`src/rtl/register_file.sv`:
```
// Two-read, one-write general register file with registered Z/N status flags.
// Reads are purely combinational from the stored array; writes land on the clock edge.
module register_file #(
    parameter int DATA_W = 16,
    parameter int NREGS  = 8,
    localparam int AW    = $clog2(NREGS)
) (
    input  logic              clk,
    input  logic              rst,
    input  logic [AW-1:0]     aa_in,
    input  logic [AW-1:0]     ba_in,
    input  logic [AW-1:0]     da_in,
    input  logic              rw_in,
    input  logic [DATA_W-1:0] d_in,
    input  logic              fl_we_in,
    input  logic              z_in,
    input  logic              n_in,
    output logic [DATA_W-1:0] a_out,
    output logic [DATA_W-1:0] b_out,
    output logic              z_flag_out,
    output logic              n_flag_out
);

    logic [DATA_W-1:0] regs [NREGS];
    logic [NREGS-1:0]  wr_sel;

    // Per-register enables keep unaddressed entries untouched even with X on da_in/d_in.
    always_comb begin
        wr_sel = '0;
        for (int i = 0; i < NREGS; i++) begin
            wr_sel[i] = rw_in && (da_in == AW'(i));
        end
    end

    for (genvar g = 0; g < NREGS; g++) begin : g_reg
        always_ff @(posedge clk) begin
            if (rst) begin
                regs[g] <= '0;
            end else if (wr_sel[g]) begin
                regs[g] <= d_in;
            end
        end
    end

    always_ff @(posedge clk) begin
        if (rst) begin
            z_flag_out <= 1'b0;
            n_flag_out <= 1'b0;
        end else if (fl_we_in) begin
            z_flag_out <= z_in;
            n_flag_out <= n_in;
        end
    end

    // No bypass from d_in: a same-cycle read returns the pre-edge contents.
    assign a_out = regs[aa_in];
    assign b_out = regs[ba_in];

endmodule

```
`config.mk`:
```
export PLATFORM = sky130hd
export DESIGN_NAME = register_file
export DESIGN_NICKNAME = d
export VERILOG_FILES = /design/src/rtl/register_file.sv
export SDC_FILE = /design/constraint.sdc
export NUM_CORES = 1
export LEC_CHECK = 0
export ABC_AREA = 1
export CORE_ASPECT_RATIO = 0.75
export CORE_MARGIN = 2
export CORE_UTILIZATION = 25
export DETAILED_ROUTE_END_ITERATION = 8
export PLACE_DENSITY_LB_ADDON = 0.08
export SYNTH_ARGS = -nofsm -noshare
export SYNTH_HDL_FRONTEND = slang
export SYNTH_SLANG_ARGS = --single-unit
```
`constraint.sdc`:
```
create_clock -name clk -period 2.78 [get_ports clk]
set_clock_uncertainty 0.05 [all_clocks]
set_input_delay 0.556 -clock clk [delete_from_list [all_inputs] [get_ports clk]]
set_output_delay 0.556 -clock clk [all_outputs]
set_load 0.03 [all_outputs]
```
==> results.txt <==
- Clock H-tree levels: 4
* Detail Placement HPWL: approximately 18000 um
* Pin count of the biggest net entering global routing: 62
* Number of CTS-inserted buffers: 17
* Post-synthesis compound-gate area fraction: 0.194%
- Synth warn: 0
- The share of the Yosys chip area taken by registers is 50.1%.
* Clock tree root buffer cell: clkbuf_16
* MaxCap Viol Count: 0
- Final Setup Violations: 0
* Final number of hold-violating endpoints: 0
* Source of the worst hold timing path: z_flag_out
- The number of antenna diodes in the final layout is 0.
* Simple-Gate Fraction of Synth Area: a little under two fifths
- The cell count after synthesis came out at around 1.0k.
- Antenna Violating Nets Remaining: 0
- Static leakage: 0.00460 uW
- Max Root-Sink Buffers: 2
- Total number of vias: 6829
- Setup slack on the critical path of the routed design comes to between 0.2 and 0.25 ns.
- Clk pwr share: 39.2%
* First-pass iteration count of the detailed router: 5
* Worst flop-to-flop path startpoint: n_flag_out
- In this design, the critical path's most frequently occurring cell is nand2_1.
- Final non-filler cell area: ~9600 um^2
* Synth top area cells: edfxtp_1 (50%), nand2_1 (21%), nand3_1 (8.3%)
- When the netlist entered floorplanning its net count stood at 1080.
- The floorplan step defined a die boundary enclosing roughly 32000 um^2.
- STA classifies the critical path startpoint as an input port.
- Combinational family with the most area after synthesis: simple AND/OR/NAND/NOR gates
- DR iter-0 viols: between 300 and 400
- TritonCTS sink count: 130
- Worst-path cell chain: clkdlybuf4s50_1 > buf_12 > nand3_1 > nand2_1 > nand2_1 > nand2_1 > buf_12
* Net switching power: between 1500 and 2000 uW
* Final cycle utilization of the critical path: 91.7%
- Routed wire per std cell: 19.2 um
* Synthesized area: 7740 um^2
* Initial core utilization: 25.5%
- Reg2reg setup slack: 2.12 ns
- Proportion of layout cells with a drive suffix above 1: a little over a tenth
* Number of setup buffers added after CTS: 0
- Across all hold checks on the routed design, the worst slack comes to 0.466 ns.
* Clk slew on worst S/H paths: roughly 0.060 ns
- For the worst-skew pair, the clock arrives at the later sink with an insertion delay of 0.42 ns.
* Floorplan core area: roughly 30000 um^2
- The path class of the tightest hold or removal check is reg -> reg.
- Detailed-route vias per instance: 4.49
- For this run, the total global-route usage over all layers was measured as 18.6%.
- The largest single stage delay on the critical path is around 0.58 ns.
- After routing, the total negative slack on setup checks comes to 0 ns.
- The initial antenna violation count came to 0.
- Yosys mapped a number of flops with a built-in enable equal to approximately 130.
* # hold bufs at CTS: 0
- Grouping stages by cell kind, the critical path spends the most delay in buffers and inverters.
- Net switching is 29.3% of the power.
- Count of instances resized after the clock tree is built: 0
* Most Crowded Layer GR: met2
* Final layout net count: 1141
- Counting both buffers and inverters, the worst setup path holds a total of 3.
- In this run the tightest slew margin relative to its limit is 71.3%.
- For this run, global-route usage on met3 was measured as 3.29%.
- At the worst endpoint, the required time is 2.17 ns.
- The count of buffers added on input and output ports is 64.
- Multiplexer cells account for 0% of the synthesized area.
* Placed cell area: approximately 9000 um^2
- Setup repair after global routing left no endpoint under its margin.
* Most instantiated flip-flop cell in the synthesis netlist: edfxtp_1
- Yosys cell types: 20
* Adder and majority gate portion of the synthesized area: 0%
- Overflow left after global routing: 0
* First element of the critical path: ba_in[1]
- Routing usage on met2: 29.1%
- Timing analysis after detailed placement gives a worst setup slack of ~0.23 ns.
- Final WL: 29200 um
- Via count of the first global-routing pass: 6810
- Capturing element type of the critical path: output port
* Site row count: between 50 and 60
- Counting flops with an async set or reset pin after synthesis yields a share of 0%.
* Worst-margin pin slew: about 0.43 ns
* Synth Area in XOR/XNOR: 0%
- After detailed routing, the number of remaining DRC violations is 0.
* Clock tree from TritonCTS: built
- Die X-Extent: 207 um
* Total power density per cell area: ~580 nW/um^2
- The worst-case IR drop observed on VDD is 0.376 mV.
- Sequential cells burn 41.4% of the power.
- The clock period could shrink to 2.55 ns.
- The area growth from synthesis to layout is 23.7%.
- Part of the power in combinational logic: roughly a fifth
- CP max stage cell: clkdlybuf4s50_1
* Cell accounting for the most synthesized area: edfxtp_1
* # IOs: 65
- Gp weighted congestion: about 0.77
* Run status: finished, final reports clean
- The share of synthesized area in the top cell type comes to 49.6%.
* Internal Pwr Total: between 3000 and 4000 uW
* Pins Over Slew Limit: 0
- Averaged over all synthesized cells, the footprint is approximately 7.4 um^2.
- The first global-routing pass estimated roughly 44000 um of wire.
* Crit-path max FO: 24
- Die Ht: 156 um
* Post-synthesis register bit count: 130
- Based on the critical path, the design can be clocked at up to ~390 MHz.
- Worst endpoint data arrival time: 1.94 ns
* Global routing usage on met1: about a quarter
- Setup CP Type: in -> out
## worst register-to-register path: stages (launching register included)
cell and delay [ns]:
dfxtp_1 0.31, o21ai_0 0.15, nor2_1 0.05
## area by class of cell
class / count / area, um^2
Sequential cell: 130 / 3880
Tap cell: 399 / 499
Inverter: 157 / 597
Multi-Input combinational cell: 707 / 2960
Timing Repair Buffer: 97 / 1090
Clock buffer: 18 / 429
Fill cell: 3265 / 20800
Clock inverter: 13 / 120
## kinds of logic (layout without fill, tap and decap cells)
kind of cell    Yosys count  in the layout
compound gates            3              3
flops                   130            130
buf+inv                 212            285
simple gates            704            704
## sequential cells by signal, summed over array words and instances (netlist names)
register and count:
regs 128, n_flag_out 1, z_flag_out 1
## synthesized netlist by cell type (2+ instances only)
library cell	count
inv_1	147
clkbuf_1	14
nor2_1	131
o21ai_0	3
inv_2	8
nand3_1	128
buf_2	31
buf_6	8
buf_1	2
nor2_4	2
dfxtp_1	2
nand2_1	431
nand3_4	7
nor2_2	2
edfxtp_1	128
## cells in the final DEF (no fill, tap or decap), drive strengths merged
cell type,Yosys,layout
buf,41,67
bufinv,0,2
clkbuf,14,18
clkdlybuf4s50,0,30
clkinv,1,8
clkinvlp,0,4
dfxtp,2,2
edfxtp,128,128
inv,156,156
nand2,432,432
nand3,136,136
nor2,136,136
o21ai,3,3
## final timing paths
| kind | to | cells past startpoint |
|---|---|---|
| worst max-delay path | b_out[13] | 7 |
| worst min-delay path | z_flag_out | 2 |
| worst max register to register | n_flag_out | 2 |
| worst min register to register | z_flag_out | 2 |
## power groups by stage
| stage | Combinational [uW] | Sequential [uW] | Clock, uW |
|---|---|---|---|
| 2_1_floorplan | 604 | 2350 | 0 |
| 3_3_place_gp | 1100 | 2350 | 0 |
| 3_5_place_dp | 1090 | 2360 | 0 |
| 4_1_cts | 1100 | 2310 | 2230 |
| 5_1_grt | 1190 | 2320 | 2300 |
| 6_report | 1080 | 2310 | 2190 |
## through the flow
stage / power (uW) / utilization, % / std cells
6_report: 5580 / 31.6 / 1521
4_1_cts: 5640 / 31.6 / 1521
2_1_floorplan: 2960 / - / 1049
3_5_place_dp: 3450 / 29.8 / 1490
5_1_grt: 5820 / 31.6 / 1521
3_3_place_gp: 3450 / 29.8 / 1490
## metal layers
layer / up-vias / share of wire [%]
met1: 3269 / 50
met5: - / 0
met4: 0 / 2.1
li1: 3342 / -
met2: 186 / 43
met3: 32 / 4.6
No activity file was read; power rests on OpenSTA's default activity.
